<file path="src/rtl/clkdiv_sched.sv">
// Run-time clock divider controller: start/stop sequencing, tick/div_out generation,
// and divisor reconfiguration deferred to period boundaries so outputs never glitch.
module clkdiv_sched #(
    parameter int unsigned WIDTH       = 32,
    parameter int unsigned DEFAULT_DIV = 4
) (
    input  logic             clk,
    input  logic             rst,
    input  logic             start,
    input  logic             stop,
    input  logic             cfg_valid,
    input  logic [WIDTH-1:0] cfg_div,
    output logic             cfg_ready,
    output logic             cfg_err,
    output logic             running,
    output logic             tick,
    output logic             div_out,
    output logic [WIDTH-1:0] cur_div
);

    typedef enum logic [1:0] {
        IDLE,
        RUN,
        PEND
    } state_t;

    state_t           state, state_nxt;
    logic [WIDTH-1:0] phase, phase_nxt;
    logic [WIDTH-1:0] cur_div_nxt;
    logic [WIDTH-1:0] pend_div, pend_div_nxt;
    logic             stop_req, stop_req_nxt;
    logic             cfg_err_nxt;
    logic             last;
    logic             xfer;
    logic             cfg_ok;
    logic             stop_now;

    assign cfg_ready = (state != PEND);
    assign running   = (state != IDLE);
    assign last      = (phase == cur_div - WIDTH'(1));
    assign tick      = running & last;
    assign div_out   = running & (phase < (cur_div >> 1));
    assign xfer      = cfg_valid & cfg_ready;
    assign cfg_ok    = (cfg_div >= WIDTH'(2));
    assign stop_now  = stop_req | stop;

    always_comb begin
        state_nxt    = state;
        phase_nxt    = phase;
        cur_div_nxt  = cur_div;
        pend_div_nxt = pend_div;
        stop_req_nxt = stop_req;
        cfg_err_nxt  = xfer & ~cfg_ok;
        case (state)
            IDLE: begin
                phase_nxt = '0;
                if (xfer && cfg_ok) cur_div_nxt = cfg_div;
                if (start && !stop) state_nxt = RUN;
            end
            RUN: begin
                phase_nxt = last ? '0 : phase + WIDTH'(1);
                if (xfer && cfg_ok) pend_div_nxt = cfg_div;
                if (last && stop_now) begin
                    // Halting at this boundary: a divisor offered now can be applied directly.
                    state_nxt    = IDLE;
                    stop_req_nxt = 1'b0;
                    if (xfer && cfg_ok) cur_div_nxt = cfg_div;
                end else begin
                    stop_req_nxt = stop_now;
                    if (xfer && cfg_ok) state_nxt = PEND;
                end
            end
            PEND: begin
                phase_nxt = last ? '0 : phase + WIDTH'(1);
                if (last) begin
                    cur_div_nxt  = pend_div;
                    stop_req_nxt = 1'b0;
                    state_nxt    = stop_now ? IDLE : RUN;
                end else begin
                    stop_req_nxt = stop_now;
                end
            end
            default: state_nxt = IDLE;
        endcase
    end

    always_ff @(posedge clk or posedge rst) begin
        if (rst) begin
            state    <= IDLE;
            phase    <= '0;
            cur_div  <= WIDTH'(DEFAULT_DIV);
            pend_div <= '0;
            stop_req <= 1'b0;
            cfg_err  <= 1'b0;
        end else begin
            state    <= state_nxt;
            phase    <= phase_nxt;
            cur_div  <= cur_div_nxt;
            pend_div <= pend_div_nxt;
            stop_req <= stop_req_nxt;
            cfg_err  <= cfg_err_nxt;
        end
    end

endmodule

</file>
<file path="config.mk">
export PLATFORM = sky130hd
export DESIGN_NAME = clkdiv_sched
export DESIGN_NICKNAME = d
export VERILOG_FILES = /design/src/rtl/clkdiv_sched.sv
export SDC_FILE = /design/constraint.sdc
export NUM_CORES = 1
export LEC_CHECK = 0
export BUFFER_PORTS_ARGS = -buffer_cell sky130_fd_sc_hd__buf_2
export CAP_MARGIN = 20
export CORE_MARGIN = 4
export CORE_UTILIZATION = 54
export CTS_CLUSTER_SIZE = 40
export DETAILED_ROUTE_END_ITERATION = 10
export PLACE_DENSITY = 0.87
export SYNTH_ARGS = -nofsm -noshare
export SYNTH_HDL_FRONTEND = slang
export SYNTH_SLANG_ARGS = --single-unit
</file>
<file path="constraint.sdc">
create_clock -name clk -period 3.5 [get_ports clk]
set_clock_uncertainty 0.2 [all_clocks]
set_input_delay 0.525 -clock clk [delete_from_list [all_inputs] [get_ports clk]]
set_output_delay 0.525 -clock clk [all_outputs]
set_load 0.02 [all_outputs]
</file>
# [Yosys cells after proc, flatten, opt, wreduce, memory -nomap -nowiden]
# Cells that the tools add are included.
# Widths: inputs -> output; s select.
[totals] register_bits=100 inputBits=37 word_cells=52
[op_classes] addsub=2 magnitude_cmp=2 eq_ne=8 mux=15 bitwise_logic=6 reduce_logical=13
[ops] cell="$mux 32" n=4
[ops] cell="$pmux 32 s3" n=1
[ops] cell="$pmux 32 s2" n=1
[ops] cell="$add 32x1->32 const B" n=1
[ops] cell="$eq 32x32->1" n=1
[ops] cell="$ge 32x2->1 const B" n=1
[ops] cell="$lt 32x31->1" n=1
[ops] cell="$sub 32x1->32 const B" n=1
[ops] cell="$mux 2" n=4
[ops] cell="$ne 2x2->1 const B" n=4
[ops] cell="$pmux 2 s3" n=1
[ops] cell="$reduce_and 3->1" n=2
[ops] cell="$reduce_bool 2->1" n=3
[ops] cell="$and 1x1->1" n=4
[ops] cell="$logic_and 1x1->1" n=3
[ops] cell="$mux 1" n=3
[ops] cell="$ne 3x3->1 const B" n=1
[ops] cell="$reduce_bool 3->1" n=1
[ops] cell="$eq 2x1->1 const B" n=1
[ops] cell="$eq 2x2->1 const B" n=1
[ops] cell="$logic_not 2->1" n=1
[ops] cell="$pmux 1 s2" n=1
[ops] cell="$reduce_and 2->1" n=1
[ops] cell="$reduce_or 2->1" n=1
[ops] cell="3 further kinds" n=3

# [Depth between registers and ports, before layout]
[depth] ltp_word=6 ltp_mapped=15 ltp_nobuf=11

# [Worst setup path after synthesis]
# OpenSTA, ideal clock, no wires.
[synth_timing] path_kind="reg2out" start="register cur_div[15]" end="output tick" arrival_ns=3.387 required_ns=2.775 setup_slack_ns=-0.612 stages_incl_launch_ff=10 cell_sequence="dfrtp_1 or4_1 buf_2 or3_1 clkbuf_1 nor4_1 xnor2_1 a21bo_2 or3_1 nor4_1"
[synth_between] elab_chain_len=3
[synth_rtl] item="start, declared" line_no="18" source="output logic [WIDTH-1:0] cur_div"
[synth_rtl] item="start signal, assigned" line_no="91" source="cur_div <= WIDTH'(DEFAULT_DIV);"
[synth_rtl] item="start signal, assigned" line_no="98" source="cur_div <= cur_div_nxt;"
[synth_rtl] item="$sub 32x1->32" line_no="40" source="assign last = (phase == cur_div - WIDTH'(1));"
[synth_rtl] item="$eq 32x32->1" line_no="40"
[synth_rtl] item="$and 1x1->1" line_no="41" source="assign tick = running & last;"
[synth_rtl] item="end, declared" line_no="16" source="output logic tick,"
# Every way passes these cells.

# [Worst setup path in the final report]
# Same ends and word-level chain as after synthesis.

==> impl.org <==
** Routing
- First DRT Iteration DRCs :: 1347
- Vias per std cell :: 6.955
- In the final routed layout, each cell accounts on average for 25.71 um.
- In this run the remaining antenna-violating nets after routing total 0.
- The final layout contains routed wiring with a total length of 26200 um.
- In the routed design, unresolved DRC markers number 0.
- The routed layout has 7087 vias.
- Before antenna repair, the detailed router went through 6 iterations.

** Final layout
- Fill cell count :: 790
- In the final layout, the share of cells above drive strength 1 is 0.3235.
- The top cell types in the final layout, fill and taps aside, are sky130_fd_sc_hd__dfrtp_1, sky130_fd_sc_hd__buf_4, sky130_fd_sc_hd__buf_2.
- After the last flow step, the layout net total stands at 916.
- Layout overhead on the synthesized area :: 26.17%
- The library cell used most frequently in the layout, excluding fill and tap cells, is sky130_fd_sc_hd__dfrtp_1.
- Diode insertion count for antenna repair :: 0

** Yosys
- Counting distinct cell types in the post-synthesis netlist gives 70.
- Synthesized area :: 6950 um2
- Synthesized-area fraction occupied by adder cells :: 0.06481
- Number of instances in the synthesized netlist :: 702
- Primary flip-flop cell chosen by synthesis mapping :: sky130_fd_sc_hd__dfrtp_1
- Of the total synthesized cell area, the portion taken by XOR and XNOR cells is 0.07939.
- Multiplexer area fraction after synthesis :: 0.1483
- Of the total synthesized cell area, the portion taken by AND, OR, NAND and NOR gates is 0.2040.
- Syn. warnings :: 0
- Synthesis produced a netlist with a net count of 775.
- After synthesis the netlist holds a flip-flop and latch count of 100.
- Counting flops with an async set or reset pin after synthesis yields a share of 1.000.
- The area fraction in compound gates after synthesis is 0.09523.
- A synthesized cell averages 9.901 um2.
- Combinational family with the most area after synthesis :: simple AND/OR/NAND/NOR gates
- Post-synth EDFFs :: 0
- Sequential share of the synthesized area :: 0.3602

** Critical path
- STA classifies the critical path endpoint as an output port.
- Critical register-to-register path startpoint :: cur_div[9]$_DFFE_PP0P_
- Of all nets on the critical path, the largest fanout is 4.
- STA puts the critical path data arrival time at 3.24 ns.
- The worst setup path is launched from a register.
- Counting cells, the worst reg-to-reg path comes to 14.
- Critical R2R Capture :: cur_div[22]$_DFFE_PP0P_
- The worst setup path is of the reg2out kind.
- Minimum setup slack among reg-to-reg paths :: -0.35 ns
- Req. time, crit path :: 2.77 ns

** Placement
- At the end of routability-driven placement, the weighted congestion stood at 0.9677.
- Port buffering added 73 buffers.
- Final HPWL DP :: 15400 um

** Clocking
- The H-tree generated during clock tree synthesis spans 3 levels.
- Total of hold buffers inserted after clock tree synthesis :: 0
- TritonCTS built the clock tree.
- At the later pin of the worst-skew pair, clock insertion delay measures 0.36 ns.
- The clock drives 100 sinks.
- Clock-pin slew was measured on the worst setup and hold paths at 0.07 ns.
- The tree is rooted in a sky130_fd_sc_hd__clkbuf_16.
- Number of buffers between clock root and the deepest sink :: 2
- Buffers inserted during clock tree synthesis total 9.

** STA
- Setup repair after global routing missed its margin :: yes
- The worst pin sits at a relative slew slack of 0.4112.
- Final WS setup :: -0.4637 ns
- Final sum of negative setup slack :: -11.70 ns
- Hold timing on the final database bottoms out at a slack of 0.1428 ns.
- Count of endpoints failing setup in the final report :: 61
- Dividing the final minimum period by the clock period gives 1.132.
- Based on the critical path, the design can be clocked at up to 252.3 MHz.
- At the pin with the least slew margin, the transition time is 0.8833 ns.
- Hold violation count in the final report :: 0
- After layout, the minimum clock period comes to 3.964 ns.
- Final max-slew violation count :: 0

** Pwr
- Max VDD drop :: 0.6355 mV
- Of the total power, the share spent switching nets is 0.4604.
- Combinational share of power :: 0.611
- The share of total power dissipated in sequential elements is 0.254.
- Internal power :: 4.176 mW
- PD cells :: 882.4 nW/um2
- Leakage :: 4.046 nW
- The analysis attributes to net switching a power of 3.563 mW.
- Part of the total power dissipated in the clock network :: 0.134

** Global routing
- The first global-routing pass estimated 37490 um of wire.
- Vias in the first global route :: 6782
- Global-route usage over all layers :: 0.3326
- Aggregate global routing overflow :: 0
- Pin count of the biggest net entering global routing :: 69
- The number of antenna violations at the first check in global routing came to 0.

** Floorplanning
- Row generation in the floorplan step produced 41 rows.
- For this configuration, the core starts out at a cell density of 0.5508.
- Boundary Pins :: 74
- The floorplan step set the die height to 121.5 um.
- Die boundary width :: 121.5 um
- In this run the standard cell core region covers 12620 um2.
- Total Die Area :: 14750 um2

** Hold path
- Worst hold path type :: in2async

** Run
- Max-cap violations in this run came to 0.

** Run status
- The checks that failed: negative setup slack.
- Run status :: finished, violations left
-- how the worst max path moves through the flow --
stage	startpoint	end	slack, ns	cells after the start
4_1_cts	cur_div[15]$_DFFE_PP0P_	tick	-0.33	8
2_1_floorplan	cur_div[15]$_DFFE_PP0P_	cur_div[15]$_DFFE_PP0P_	-0.23	12
3_5_place_dp	cur_div[2]$_DFFE_PP1P_	div_out	-0.12	11
6_report	cur_div[15]$_DFFE_PP0P_	tick	-0.46	8
3_3_place_gp	cur_div[2]$_DFFE_PP1P_	div_out	-0.09	11
5_1_grt	cur_div[15]$_DFFE_PP0P_	tick	-0.54	8
-- synthesized netlist by cell type, types with 19 or more instances --
| cell type | instances | area [um2] |
|---|---|---|
| sky130_fd_sc_hd__a21oi_1 | 19 | 95.09 |
| sky130_fd_sc_hd__clkbuf_1 | 20 | 75.07 |
| sky130_fd_sc_hd__dfrtp_1 | 99 | 2477 |
| sky130_fd_sc_hd__ha_1 | 36 | 450.4 |
| sky130_fd_sc_hd__inv_1 | 42 | 157.7 |
| sky130_fd_sc_hd__mux2_2 | 32 | 360.4 |
| sky130_fd_sc_hd__mux2i_1 | 67 | 670.6 |
| sky130_fd_sc_hd__nand2_1 | 29 | 108.9 |
| sky130_fd_sc_hd__nand3_1 | 23 | 115.1 |
| sky130_fd_sc_hd__nand4_1 | 21 | 131.4 |
| sky130_fd_sc_hd__nor2_1 | 50 | 187.7 |
| sky130_fd_sc_hd__nor4_1 | 22 | 137.6 |
| sky130_fd_sc_hd__xnor2_1 | 25 | 219.0 |
| sky130_fd_sc_hd__xor2_1 | 38 | 332.8 |
-- flip-flops by register name, indices dropped and copies added (netlist names) --
register / cells
cfg_err: 1
cur_div: 32
phase: 32
state: 2
stop_req: 1
pend_div: 32
-- routing by layer --
metal / track usage / vias up / routed length, um
met2: 0.5088 / 682 / 11450
met3: 0.08159 / 226 / 3381
met1: 0.4240 / 3341 / 9142
met5: 0 / - / 0
li1: - / 2838 / -
met4: 0.2031 / 0 / 2216
-- worst max-delay path: stages (launching register included) --
cell	delay, ns
sky130_fd_sc_hd__dfrtp_2	0.43
sky130_fd_sc_hd__or4_4	0.57
sky130_fd_sc_hd__buf_4	0.19
sky130_fd_sc_hd__nor4b_2	0.34
sky130_fd_sc_hd__nand4_1	0.21
sky130_fd_sc_hd__a21bo_2	0.28
sky130_fd_sc_hd__or3_4	0.39
sky130_fd_sc_hd__nor4_4	0.27
sky130_fd_sc_hd__buf_4	0.20
-- stage by stage --
step	total power, mW	cells	worst slack [ns]	area (um2)	utilization
after floorplan	4.248	702	-0.2256	7014	-
after global placement	5.440	989	-0.09460	8004	0.6342
after detailed placement	5.596	989	-0.1164	8004	0.6342
after CTS	6.993	1014	-0.3254	8578	0.6798
after global routing	7.961	1019	-0.5355	8770	0.6949
final	7.738	1019	-0.4637	8770	0.6949
-- cell families after synthesis --
group,Yosys count
simple gates,238
buf+inv,76
flops,100
fa+ha+maj,36
compound gates,90
mux,99
xor+xnor,63
-- what timing repair did --
action	in CTS	in global routing
gates resized for setup	29	36
endpoints found under the setup margin	34	66
setup buffers	7	7
pin swaps	9	15
gates cloned	4	3
-- power by group through the flow --
| stage | sequential [mW] | combinational, mW | clock (mW) |
|---|---|---|---|
| finish | 1.97 | 4.73 | 1.04 |
| CTS | 1.89 | 4.10 | 1.01 |
| floorplan | 2.17 | 2.08 | 0 |
| detailed placement | 1.88 | 3.71 | 0 |
| global placement | 1.85 | 3.59 | 0 |
| global route | 1.99 | 4.89 | 1.08 |
-- layout make-up --
cell class              count  area, um2  share of cell area
flip-flops and latches    100       2507              0.2859
inverters                  42      160.2             0.01826
clock buffers              11      252.7             0.02882
repair buffers            164       1225              0.1397
well taps                 172      215.2             0.02454
multi-input cells         526       4360              0.4972
clock inverters             4      48.80            0.005564
No activity file was read; power rests on OpenSTA's default activity.
